===== src/rtl/sb_dsp_pkg.sv =====
// Sound Blaster DSP shared definitions: command opcodes written to port 22Ch and
// the command/DMA sequencer state encoding.
// No ports (package).
package sb_dsp_pkg;

  localparam logic [7:0] CMD_SET_TC    = 8'h40;
  localparam logic [7:0] CMD_DMA8      = 8'h14;
  localparam logic [7:0] CMD_HALT      = 8'hD0;
  localparam logic [7:0] CMD_CONT      = 8'hD4;
  localparam logic [7:0] CMD_BLKSZ     = 8'h48;
  localparam logic [7:0] CMD_AUTO8     = 8'h1C;
  localparam logic [7:0] CMD_EXIT_AUTO = 8'hDA;

  typedef enum logic [2:0] {
    StIdle,
    StArgTc,
    StArgLo,
    StArgHi,
    StWait,
    StReq,
    StPaused
  } dsp_state_e;

endpackage


===== src/rtl/sb_rate_timer.sv =====
// Sample-rate pacing timer. A load pulse arms the down-counter with
// (256-tc)*CLKS_PER_US-1; expire pulses for one cycle when it reaches zero.
// Ports:
//   clk, rst_n : clock, asynchronous active-low reset
//   load       : (re)start the period using the current tc
//   tc         : DSP time constant
//   expire     : one-cycle pulse at the end of the period
module sb_rate_timer #(
  parameter int unsigned CLKS_PER_US = 50
) (
  input  logic       clk,
  input  logic       rst_n,
  input  logic       load,
  input  logic [7:0] tc,
  output logic       expire
);

  localparam int unsigned W = 8 + $clog2(CLKS_PER_US) + 1;

  logic [W-1:0] cnt_q;
  logic [W-1:0] load_val;
  logic         armed_q;

  always_comb begin
    load_val = (W'(9'd256 - {1'b0, tc}) * W'(CLKS_PER_US)) - W'(1);
  end

  always_ff @(posedge clk or negedge rst_n) begin
    if (!rst_n) begin
      cnt_q   <= '0;
      armed_q <= 1'b0;
    end else if (load) begin
      cnt_q   <= load_val;
      armed_q <= 1'b1;
    end else if (armed_q) begin
      if (cnt_q == '0) begin
        armed_q <= 1'b0;
      end else begin
        cnt_q <= cnt_q - W'(1);
      end
    end
  end

  always_comb begin
    expire = armed_q && (cnt_q == '0);
  end

endmodule


===== src/rtl/sb_dma_ctrl.sv =====
// Sound Blaster DSP command sequencer and 8-bit single-cycle DMA playback controller.
// Parses 22Ch command bytes, paces DRQ1 from the time constant, latches each DMA
// byte as the current PCM sample and pulses IRQ7 at block end.
// Optional auto-init DMA (48h/1Ch/DAh) is built when SB_AUTOINIT_EN is defined.
// Ports:
//   clk, rst_n         : clock, asynchronous active-low reset
//   cmd_stb, cmd_data  : host byte written to 22Ch
//   dack_stb, dma_data : DMA write strobe while DACK1 low, and its data
//   irq_ack            : host read of 22Eh
//   drq, irq           : ISA DRQ1 / IRQ7 (active high)
//   pcm_sample, pcm_stb: last fetched unsigned sample and its update strobe
//   busy               : DMA block active
module sb_dma_ctrl
  import sb_dsp_pkg::*;
#(
  parameter int unsigned CLKS_PER_US = 50,
  parameter int unsigned IRQ_PULSE   = 9,
  parameter logic [7:0]  TC_RESET    = 8'hA6
) (
  input  logic       clk,
  input  logic       rst_n,
  input  logic       cmd_stb,
  input  logic [7:0] cmd_data,
  input  logic       dack_stb,
  input  logic [7:0] dma_data,
  input  logic       irq_ack,
  output logic       drq,
  output logic       irq,
  output logic [7:0] pcm_sample,
  output logic       pcm_stb,
  output logic       busy
);

  localparam int unsigned IW = (IRQ_PULSE > 1) ? $clog2(IRQ_PULSE) : 1;

  dsp_state_e  state_q, state_d;
  logic [7:0]  tc_q, tc_d;
  logic [7:0]  lo_q, lo_d;
  logic [16:0] cnt_q, cnt_d;
  logic        busy_q, busy_d;
  logic [7:0]  pcm_q, pcm_d;
  logic        pcm_stb_q, pcm_stb_d;
  logic        irq_q, irq_d;
  logic [IW-1:0] irq_cnt_q, irq_cnt_d;
  logic        irq_set, irq_clr;
  logic        timer_load, expire;
  logic        fetch, last_byte;
  logic [16:0] blk_len;
`ifdef SB_AUTOINIT_EN
  logic        auto_q, auto_d;
  logic [16:0] blk_q, blk_d;
  logic        blksz_q, blksz_d;  // ARG_LO/HI sequence came from 48h
  dsp_state_e  ret_q, ret_d;      // where 48h resumes once its arguments are in
`endif

  sb_rate_timer #(
    .CLKS_PER_US(CLKS_PER_US)
  ) u_timer (
    .clk   (clk),
    .rst_n (rst_n),
    .load  (timer_load),
    .tc    (tc_q),
    .expire(expire)
  );

  always_ff @(posedge clk or negedge rst_n) begin
    if (!rst_n) begin
      state_q   <= StIdle;
      tc_q      <= TC_RESET;
      lo_q      <= '0;
      cnt_q     <= '0;
      busy_q    <= 1'b0;
      pcm_q     <= 8'h80;
      pcm_stb_q <= 1'b0;
      irq_q     <= 1'b0;
      irq_cnt_q <= '0;
`ifdef SB_AUTOINIT_EN
      auto_q    <= 1'b0;
      blk_q     <= '0;
      blksz_q   <= 1'b0;
      ret_q     <= StIdle;
`endif
    end else begin
      state_q   <= state_d;
      tc_q      <= tc_d;
      lo_q      <= lo_d;
      cnt_q     <= cnt_d;
      busy_q    <= busy_d;
      pcm_q     <= pcm_d;
      pcm_stb_q <= pcm_stb_d;
      irq_q     <= irq_d;
      irq_cnt_q <= irq_cnt_d;
`ifdef SB_AUTOINIT_EN
      auto_q    <= auto_d;
      blk_q     <= blk_d;
      blksz_q   <= blksz_d;
      ret_q     <= ret_d;
`endif
    end
  end

  always_comb begin
    fetch     = (state_q == StReq) && dack_stb;
    last_byte = fetch && (cnt_q == 17'd1);
    blk_len   = {1'b0, cmd_data, lo_q} + 17'd1;
  end

  always_comb begin
    state_d    = state_q;
    tc_d       = tc_q;
    lo_d       = lo_q;
    cnt_d      = cnt_q;
    busy_d     = busy_q;
    pcm_d      = pcm_q;
    pcm_stb_d  = 1'b0;
    timer_load = 1'b0;
    irq_set    = 1'b0;
    irq_clr    = irq_ack;
`ifdef SB_AUTOINIT_EN
    auto_d     = auto_q;
    blk_d      = blk_q;
    blksz_d    = blksz_q;
    ret_d      = ret_q;
`endif

    // The DMA handshake is resolved first so a same-cycle command sees the
    // already-counted byte.
    if (fetch) begin
      pcm_d      = dma_data;
      pcm_stb_d  = 1'b1;
      cnt_d      = cnt_q - 17'd1;
      state_d    = StWait;
      timer_load = 1'b1;
      if (last_byte) begin
        irq_set = 1'b1;
`ifdef SB_AUTOINIT_EN
        if (auto_q) begin
          cnt_d = blk_q;
        end else begin
          state_d    = StIdle;
          busy_d     = 1'b0;
          timer_load = 1'b0;
        end
`else
        state_d    = StIdle;
        busy_d     = 1'b0;
        timer_load = 1'b0;
`endif
      end
    end else if ((state_q == StWait) && expire) begin
      state_d = StReq;
    end

    if (cmd_stb) begin
      case (state_q)
        StArgTc: begin
          tc_d    = cmd_data;
          state_d = StIdle;
          busy_d  = 1'b0;
`ifdef SB_AUTOINIT_EN
          auto_d  = 1'b0;
`endif
        end
        StArgLo: begin
          lo_d    = cmd_data;
          state_d = StArgHi;
        end
        StArgHi: begin
`ifdef SB_AUTOINIT_EN
          if (blksz_q) begin
            blk_d      = blk_len;
            state_d    = ret_q;
            timer_load = (ret_q == StWait);
          end else begin
            cnt_d      = blk_len;
            state_d    = StWait;
            busy_d     = 1'b1;
            timer_load = 1'b1;
            auto_d     = 1'b0;
          end
`else
          cnt_d      = blk_len;
          state_d    = StWait;
          busy_d     = 1'b1;
          timer_load = 1'b1;
`endif
        end
        default: begin
          case (cmd_data)
            CMD_SET_TC: state_d = StArgTc;
            CMD_DMA8: begin
              state_d = StArgLo;
`ifdef SB_AUTOINIT_EN
              blksz_d = 1'b0;
`endif
            end
            CMD_HALT: begin
              irq_clr = 1'b1;
              // A final byte accepted this cycle completes the block instead.
              if (((state_q == StWait) || (state_q == StReq)) && !last_byte) begin
                state_d = StPaused;
              end
            end
            CMD_CONT: begin
              if (state_q == StPaused) begin
                state_d    = StWait;
                timer_load = 1'b1;
              end
            end
`ifdef SB_AUTOINIT_EN
            CMD_BLKSZ: begin
              ret_d   = state_d;
              state_d = StArgLo;
              blksz_d = 1'b1;
            end
            CMD_AUTO8: begin
              if (blk_q != '0) begin
                cnt_d      = blk_q;
                auto_d     = 1'b1;
                state_d    = StWait;
                busy_d     = 1'b1;
                timer_load = 1'b1;
              end
            end
            CMD_EXIT_AUTO: auto_d = 1'b0;
`endif
            default: ;
          endcase
        end
      endcase
    end
  end

  // IRQ pulse stretcher; a new block end restarts the pulse.
  always_comb begin
    irq_d     = irq_q;
    irq_cnt_d = irq_cnt_q;
    if (irq_q) begin
      if (irq_cnt_q == '0) begin
        irq_d = 1'b0;
      end else begin
        irq_cnt_d = irq_cnt_q - IW'(1);
      end
    end
    if (irq_clr) begin
      irq_d     = 1'b0;
      irq_cnt_d = '0;
    end
    if (irq_set) begin
      irq_d     = 1'b1;
      irq_cnt_d = IW'(IRQ_PULSE - 1);
    end
  end

  always_comb begin
    drq        = (state_q == StReq);
    irq        = irq_q;
    busy       = busy_q;
    pcm_sample = pcm_q;
    pcm_stb    = pcm_stb_q;
  end

endmodule


===== config.mk =====
export PLATFORM = sky130hd
export DESIGN_NAME = sb_dma_ctrl
export DESIGN_NICKNAME = d
export VERILOG_FILES = /design/src/rtl/sb_dsp_pkg.sv /design/src/rtl/sb_rate_timer.sv /design/src/rtl/sb_dma_ctrl.sv
export SDC_FILE = /design/constraint.sdc
export NUM_CORES = 1
export LEC_CHECK = 0
export ABC_AREA = 1
export CORE_MARGIN = 5
export CORE_UTILIZATION = 35
export DETAILED_ROUTE_END_ITERATION = 12
export GPL_ROUTABILITY_DRIVEN = 0
export GPL_TIMING_DRIVEN = 0
export PLACE_DENSITY_LB_ADDON = 0.08
export SYNTH_ARGS = -nofsm -noshare
export SYNTH_HDL_FRONTEND = slang
export SYNTH_SLANG_ARGS = --single-unit

===== constraint.sdc =====
create_clock -name clk -period 4.7 [get_ports clk]
set_clock_uncertainty 0.15 [all_clocks]
set_input_delay 0.47 -clock clk [delete_from_list [all_inputs] [get_ports clk]]
set_output_delay 0.47 -clock clk [all_outputs]
set_load 0.02 [all_outputs]

==> impl_results.md, run 1 <==
* Outcome: completed
* WS Path Type: reg2reg
* Buffers & Inverters on Critical Path at 6
* Reg clk slew, reported paths at approximately 60 ps
* Register area share after synthesis at 0.3163
* Total grt overflow at 0
* Syn_nets at 808
* Final min period at 4331 ps
* EDFF count, synth at 0
* Final WL at 13.51 mm
* Wire length of the first global-routing pass at 23.12 mm
* Worst hold start: cmd_stb
* Chip width at 133.3 microns
* Routed via count at 4727
* Worst EP required at 4810 ps
* I/O Buffers at 31
* Ant. Diodes at 0
* CP endpoint kind: flop
* FFs w/ async S/R, synth at 1.000
* # IOs at 33
* Initial antenna violation count at 0
* WL per Instance at 13.74 microns
* Clk buf depth at 2
* Reg-to-Reg Start: tc_q[0]$_DFFE_PN0P_
* Slew Limit Fails at 0
* CP max-delay cell: dfrtp_1
* F_max at approximately 230 MHz
* Root cell of the clock tree: clkbuf_16
* Arrival @ worst endpoint at 4440 ps
* Main synth FF type: dfrtp_1
* Mapped Area at 0.005320 sq mm
* NumNets Final at 854
* Initial drt markers at 219
* Critical path's top delay family: adder cells
* Syn avg cell area at 7.141 sq um
* Clock Sinks at 67
* Drt first pass iters at 4
* Vias in the first global route at 4820
* Final WS setup at 368.6 ps
* Syn. warnings at 0
* CP max FO at 7
* Max_cap viols at 0
* Detail Route Antenna Nets at 0
* Final period util at 0.9216
* Commonest non-fill, non-tap cell in the layout: nand2_1
* Die area at 0.01777 sq mm
* Worst stage delay on the critical path at 390 ps
* Skew-Pair Late Insertion Delay at 340 ps
* Std cell rows at 45
* Hold Crit Class: in2reg
* Yosys reg bits at 67
* Count of final setup violators at 0
* CTS buffer count at 9
* Most frequent cells in the layout: 194 x nand2_1, 115 x inv_1, 62 x dfrtp_1, 61 x nor2_1, 49 x o21ai_0
* Actual slew at the worst max-slew pin at 497.8 ps
* Area delta synth->final at 17.64%
* Slew margin rel. at 0.6682
* CTS tree: yes
* Layout cell share with drive strength beyond 1 at 0.1057
* Vias per cell at 4.809
* Post-Syn Instances at 745
* Worst Setup SP: tc_q[0]$_DFFE_PN0P_
* HPWL after DPL at 10.72 mm
* Die Ht at ~130 microns
* Worst slack, placed at -66.75 ps
* Endpoints failing hold at 0
* CP Launch Type: flop
* RSZ-0062 raised after global routing: no
* Final design utilization at 0.4163
* Initial Utilization at 0.3539
* Core Area at 0.01503 sq mm
* # H-tree levels at 3
* Drt drc at 0
* Largest net degree at the start of global routing at 52
* Tot GR Track Use at 0.1600
* Library cells used by synthesis at 45
## kinds of logic (layout without fill, tap and decap cells)
| group | count (synthesis) | in the layout | synth area share |
|---|---|---|---|
| XOR/XNOR | 35 | 35 | 0.05762 |
| flip-flops | 67 | 67 | 0.3163 |
| buffers and inverters | 135 | 185 | 0.09995 |
| adder cells (fa/ha/maj) | 42 | 42 | 0.1044 |
| AND/OR/NAND/NOR | 363 | 363 | 0.3109 |
| AO/OA/AOI/OAI | 103 | 103 | 0.1108 |
## stage by stage
stage               instances  setup TNS, ps  instance area (sq um)  hold slack [ps]
detailed placement        965         -66.75                   5891            227.6
finish                    983              0                   6259            311.7
CTS                       981              0                   6203            294.3
global route              983              0                   6259            317.5
global placement          964         -39.88                   5866            305.6
floorplan                 745              0                   5320            24.41
## layout make-up
| class | instances | area [sq um] |
|---|---|---|
| flip-flops and latches | 67 | 1683 |
| clock inverters | 6 | 66.31 |
| plain buffers | 10 | 52.55 |
| repair buffers | 35 | 360.3 |
| multi-input cells | 543 | 3157 |
| clock buffers | 9 | 225.2 |
| fillers | 1584 | 8775 |
| inverters | 125 | 479.2 |
| well taps | 188 | 235.2 |
## flip-flops by register name, indices dropped and copies added (netlist names)
| signal | count |
|---|---|
| cnt_q | 17 |
| u_timer.cnt_q | 15 |
| lo_q | 8 |
| pcm_sample | 8 |
| tc_q | 8 |
| irq_cnt_q | 4 |
| state_q | 3 |
| busy | 1 |
| irq | 1 |
| pcm_stb | 1 |
| u_timer.armed_q | 1 |
## synthesized netlist by cell type, types with 5 or more instances
library cell | instances | area share
xnor2_1 | 5 | 0.0082
a21oi_1 | 23 | 0.022
inv_1 | 115 | 0.081
o31ai_1 | 5 | 0.0071
nand3_1 | 43 | 0.040
nand2_1 | 195 | 0.14
nor2_2 | 12 | 0.014
xor2_1 | 30 | 0.049
o21ai_0 | 49 | 0.046
ha_1 | 38 | 0.089
nor3_1 | 10 | 0.0094
inv_2 | 6 | 0.0042
clkbuf_1 | 5 | 0.0035
dfrtp_1 | 62 | 0.29
dfstp_2 | 5 | 0.025
nor2_1 | 64 | 0.045
o21ai_1 | 6 | 0.0056
nand4_1 | 16 | 0.019
## worst reg2reg max path, stage by stage, from the launching register on
cell and delay (ps):
dfrtp_1 390, buf_2 190, inv_2 100, ha_1 170, inv_1 70, nor2_4 110
inv_1 100, nor2_4 140, nand3b_1 160, xor2_2 200, inv_1 80, ha_1 280
ha_1 310, ha_1 290, ha_1 370, nand2_1 150, inv_1 50, a21oi_1 190
nand3_1 90, nand2_1 120, nand2_1 90, nor2_2 100, nand2_1 50, nand2_1 60
nand3_1 110, a21oi_1 170
## repair_timing
action / CTS / global route
buffers inserted: 0 / 2
gates resized for setup: 2 / 10
hold endpoints to repair: 15 / 0
endpoints found under the setup margin: 1 / 5
pin swaps: 0 / 3
hold buffers: 1 / 0
## final timing paths
kind	endpoint	slack, ps	cells after the start
setup / recovery	u_timer.cnt_q[14]$_DFFE_PN0P_	370	25
hold / removal	cnt_q[15]$_DFF_PN0_	310	3
setup reg to reg	u_timer.cnt_q[14]$_DFFE_PN0P_	370	25
hold reg to reg	pcm_sample[6]$_DFFE_PN0P_	320	2
max in group asynchronous	tc_q[2]$_DFFE_PN1P_	3390	3
min in group asynchronous	u_timer.cnt_q[8]$_DFFE_PN0P_	410	2
## layer usage
layer | routed length [microns] | global-route usage
met5 | 0 | 0
met4 | 221 | 0.04343
met3 | 245 | 0.03248
met2 | 6958 | 0.2957
met1 | 6082 | 0.1877
Power of run 1 is not shown: default switching activity piles up to over one toggle a cycle in this logic, so the estimate is an artifact.
==> run 2, diff against run 1 <==
--- a/config.mk
+++ b/config.mk
@@ -10,7 +10,7 @@
 export CORE_UTILIZATION = 35
 export DETAILED_ROUTE_END_ITERATION = 12
 export GPL_ROUTABILITY_DRIVEN = 0
-export GPL_TIMING_DRIVEN = 0
+export GPL_TIMING_DRIVEN = 1
 export PLACE_DENSITY_LB_ADDON = 0.08
 export SYNTH_ARGS = -nofsm -noshare
 export SYNTH_HDL_FRONTEND = slang
==> run 2 against run 1 <==
  * Design area is 1.9% lower
  * Critical path type unchanged
  * Sequential share of layout area is 0.53 points higher
  * Die area unchanged
  * Largest cell class unchanged
  * Clock-buffer cell count rose by 2
  * Setup slack better by 150 ps
  * Highest routed layer unchanged
  * Fmax rose by 3.7%
  * Non-clock buffer count down 11
  * Final cell count decreased by 1.0%
==> impl_results.md, run 2 (synthesis results as in run 1) <==
* CTS tree: yes
* Largest net degree at the start of global routing at 39
* Worst EP required at 4800 ps
* Reg-to-Reg Start: tc_q[0]$_DFFE_PN0P_
* Initial Utilization at 0.3539
* Commonest non-fill, non-tap cell in the layout: nand2_1
* CP max FO at 6
* Setup crit end: u_timer.cnt_q[13]$_DFFE_PN0P_
* Most frequent cells in the layout: 195 x nand2_1, 115 x inv_1, 62 x nor2_1, 62 x dfrtp_1, 49 x o21ai_0
* HPWL after DPL at 10.52 mm
* Die Ht at 133.3 microns
* Total grt overflow at 0
* RSZ-0062 raised after global routing: no
* Worst Setup SP: tc_q[0]$_DFFE_PN0P_
* # IOs at 33
* Worst R2R Path Depth at 25
* Clk buf depth at 2
* CP dominant cell by count: nand2_1
* CTS Hold Buffers Added at 0
* Vias in the first global route at between 4000 and 5000
* Critical path's top delay family: adder cells
* Max_cap viols at 0
* WL per Instance at 13.92 microns
* Skew-Pair Late Insertion Delay at about 330 ps
* Tot GR Track Use at 0.1639
* Initial drt markers at 190
* Area delta synth->final at 15.36%
* Largest regs: cnt_q x17, u_timer.cnt_q x15
* WS Path Type: reg2reg
* Initial antenna violation count at 0
* Chip width at 133.3 microns
* Root cell of the clock tree: clkbuf_16
* Std cell rows at 45
* Reg-to-Reg End: u_timer.cnt_q[13]$_DFFE_PN0P_
* # H-tree levels at 3
* Reg with most FFs: cnt_q
* Slew margin rel. at 0.3581
* NumNets Final at approximately 840
* Count of final setup violators at 0
* Final WL at between 10 and 15 mm
* Die area at 0.01777 sq mm
* Drt drc at 0
* Ant. Diodes at 0
* CP Launch Type: flop
* Actual slew at the worst max-slew pin at 962.9 ps
* Wire length of the first global-routing pass at 23.52 mm
* Layout cell share with drive strength beyond 1 at 0.09045
* Arrival @ worst endpoint at 4280 ps
* Core Area at 0.01503 sq mm
* F_max at 239.4 MHz
* Outcome: completed
* Hold Crit Class: in2async
* CTS buffer count at 9
* Setup TNS at 0 ps
* Final period util at 0.8889
* Buffers & Inverters on Critical Path at 6
* I/O Buffers at 32
* Endpoints failing hold at 0
* Vias per cell at 4.863
* Slew Limit Fails at 0
* Clock Sinks at between 60 and 70
* Reg clk slew, reported paths at approximately 60 ps
* Routed via count at around 4700
* Detail Route Antenna Nets at 0
* Worst stage delay on the critical path at about 530 ps
* Drt first pass iters at 4
* CP endpoint kind: flop
* Worst path depth at 25
* R2R Setup Slk at 520 ps
* CP max-delay cell: fa_1
* Final min period at 4178 ps
* Max reg flops at 17
[run 2: cell types whose count changed in the layout (fill, tap and decap cells not counted), sizes merged]
cell           delta
buf               -6
clkbuf            -3
clkdlybuf4s50     +1
clkinv            -1
dlygate4sd3       -1
[run 2: worst min path at each step]
stage                                   start                            end  slack, ps
floorplan                               rst_n                 busy$_DFF_PN0_         20
global placement    pcm_sample[7]$_DFFE_PN1P_      pcm_sample[7]$_DFFE_PN1P_        310
detailed placement  pcm_sample[7]$_DFFE_PN1P_      pcm_sample[7]$_DFFE_PN1P_        310
CTS                                     rst_n            tc_q[4]$_DFFE_PN0P_        180
global route                            rst_n  u_timer.cnt_q[10]$_DFFE_PN0P_        220
finish                                  rst_n            tc_q[4]$_DFFE_PN0P_        150
[run 2: worst register-to-register path, delay by kind of cell, from the launching register on]
kind	cells	cell delay, ps
simple gates	12	1260
flops	1	380
buf+inv	6	380
xor+xnor	1	170
compound gates	1	130
fa+ha+maj	5	1620
[run 2: routing by layer]
layer  wire length (microns)  GRT usage  part of all wire  up-vias
li1                        -          -                 -     2458
met1                    6003     0.1929              0.44     2194
met2                    6815     0.2909              0.50       55
met3                     340    0.03512             0.025       25
met4                     381    0.06457             0.028        0
met5                       0          0                 0        -
[run 2: stage by stage]
| step | cells | hold slack [ps] | utilization | setup slack (ps) | cell area (sq um) |
|---|---|---|---|---|---|
| 2_1_floorplan | 745 | 24.41 | - | 643.2 | 5320 |
| 3_3_place_gp | 957 | 308.1 | 0.3880 | 465.8 | 5833 |
| 3_5_place_dp | 957 | 313.4 | 0.3880 | 377.6 | 5833 |
| 4_1_cts | 973 | 179.9 | 0.4071 | 347.5 | 6120 |
| 5_1_grt | 973 | 217.7 | 0.4082 | 17.59 | 6137 |
| 6_report | 973 | 146.9 | 0.4082 | 522.3 | 6137 |
[run 2: layout make-up]
class | instances | area [sq um]
clock buffer | 11 | 232.7
sequential | 67 | 1683
tap | 188 | 235.2
fill | 1606 | 8896
inverter | 125 | 479.2
clock inverter | 5 | 53.80
timing repair buffer | 34 | 330.3
multi-input combinational | 543 | 3123
[run 2: what timing repair did]
action                                  in CTS  in global routing
setup buffers                                0                  0
endpoints found under the setup margin       0                  4
gates resized for setup                      0                  4
Power of run 2 is left out for the same reason.
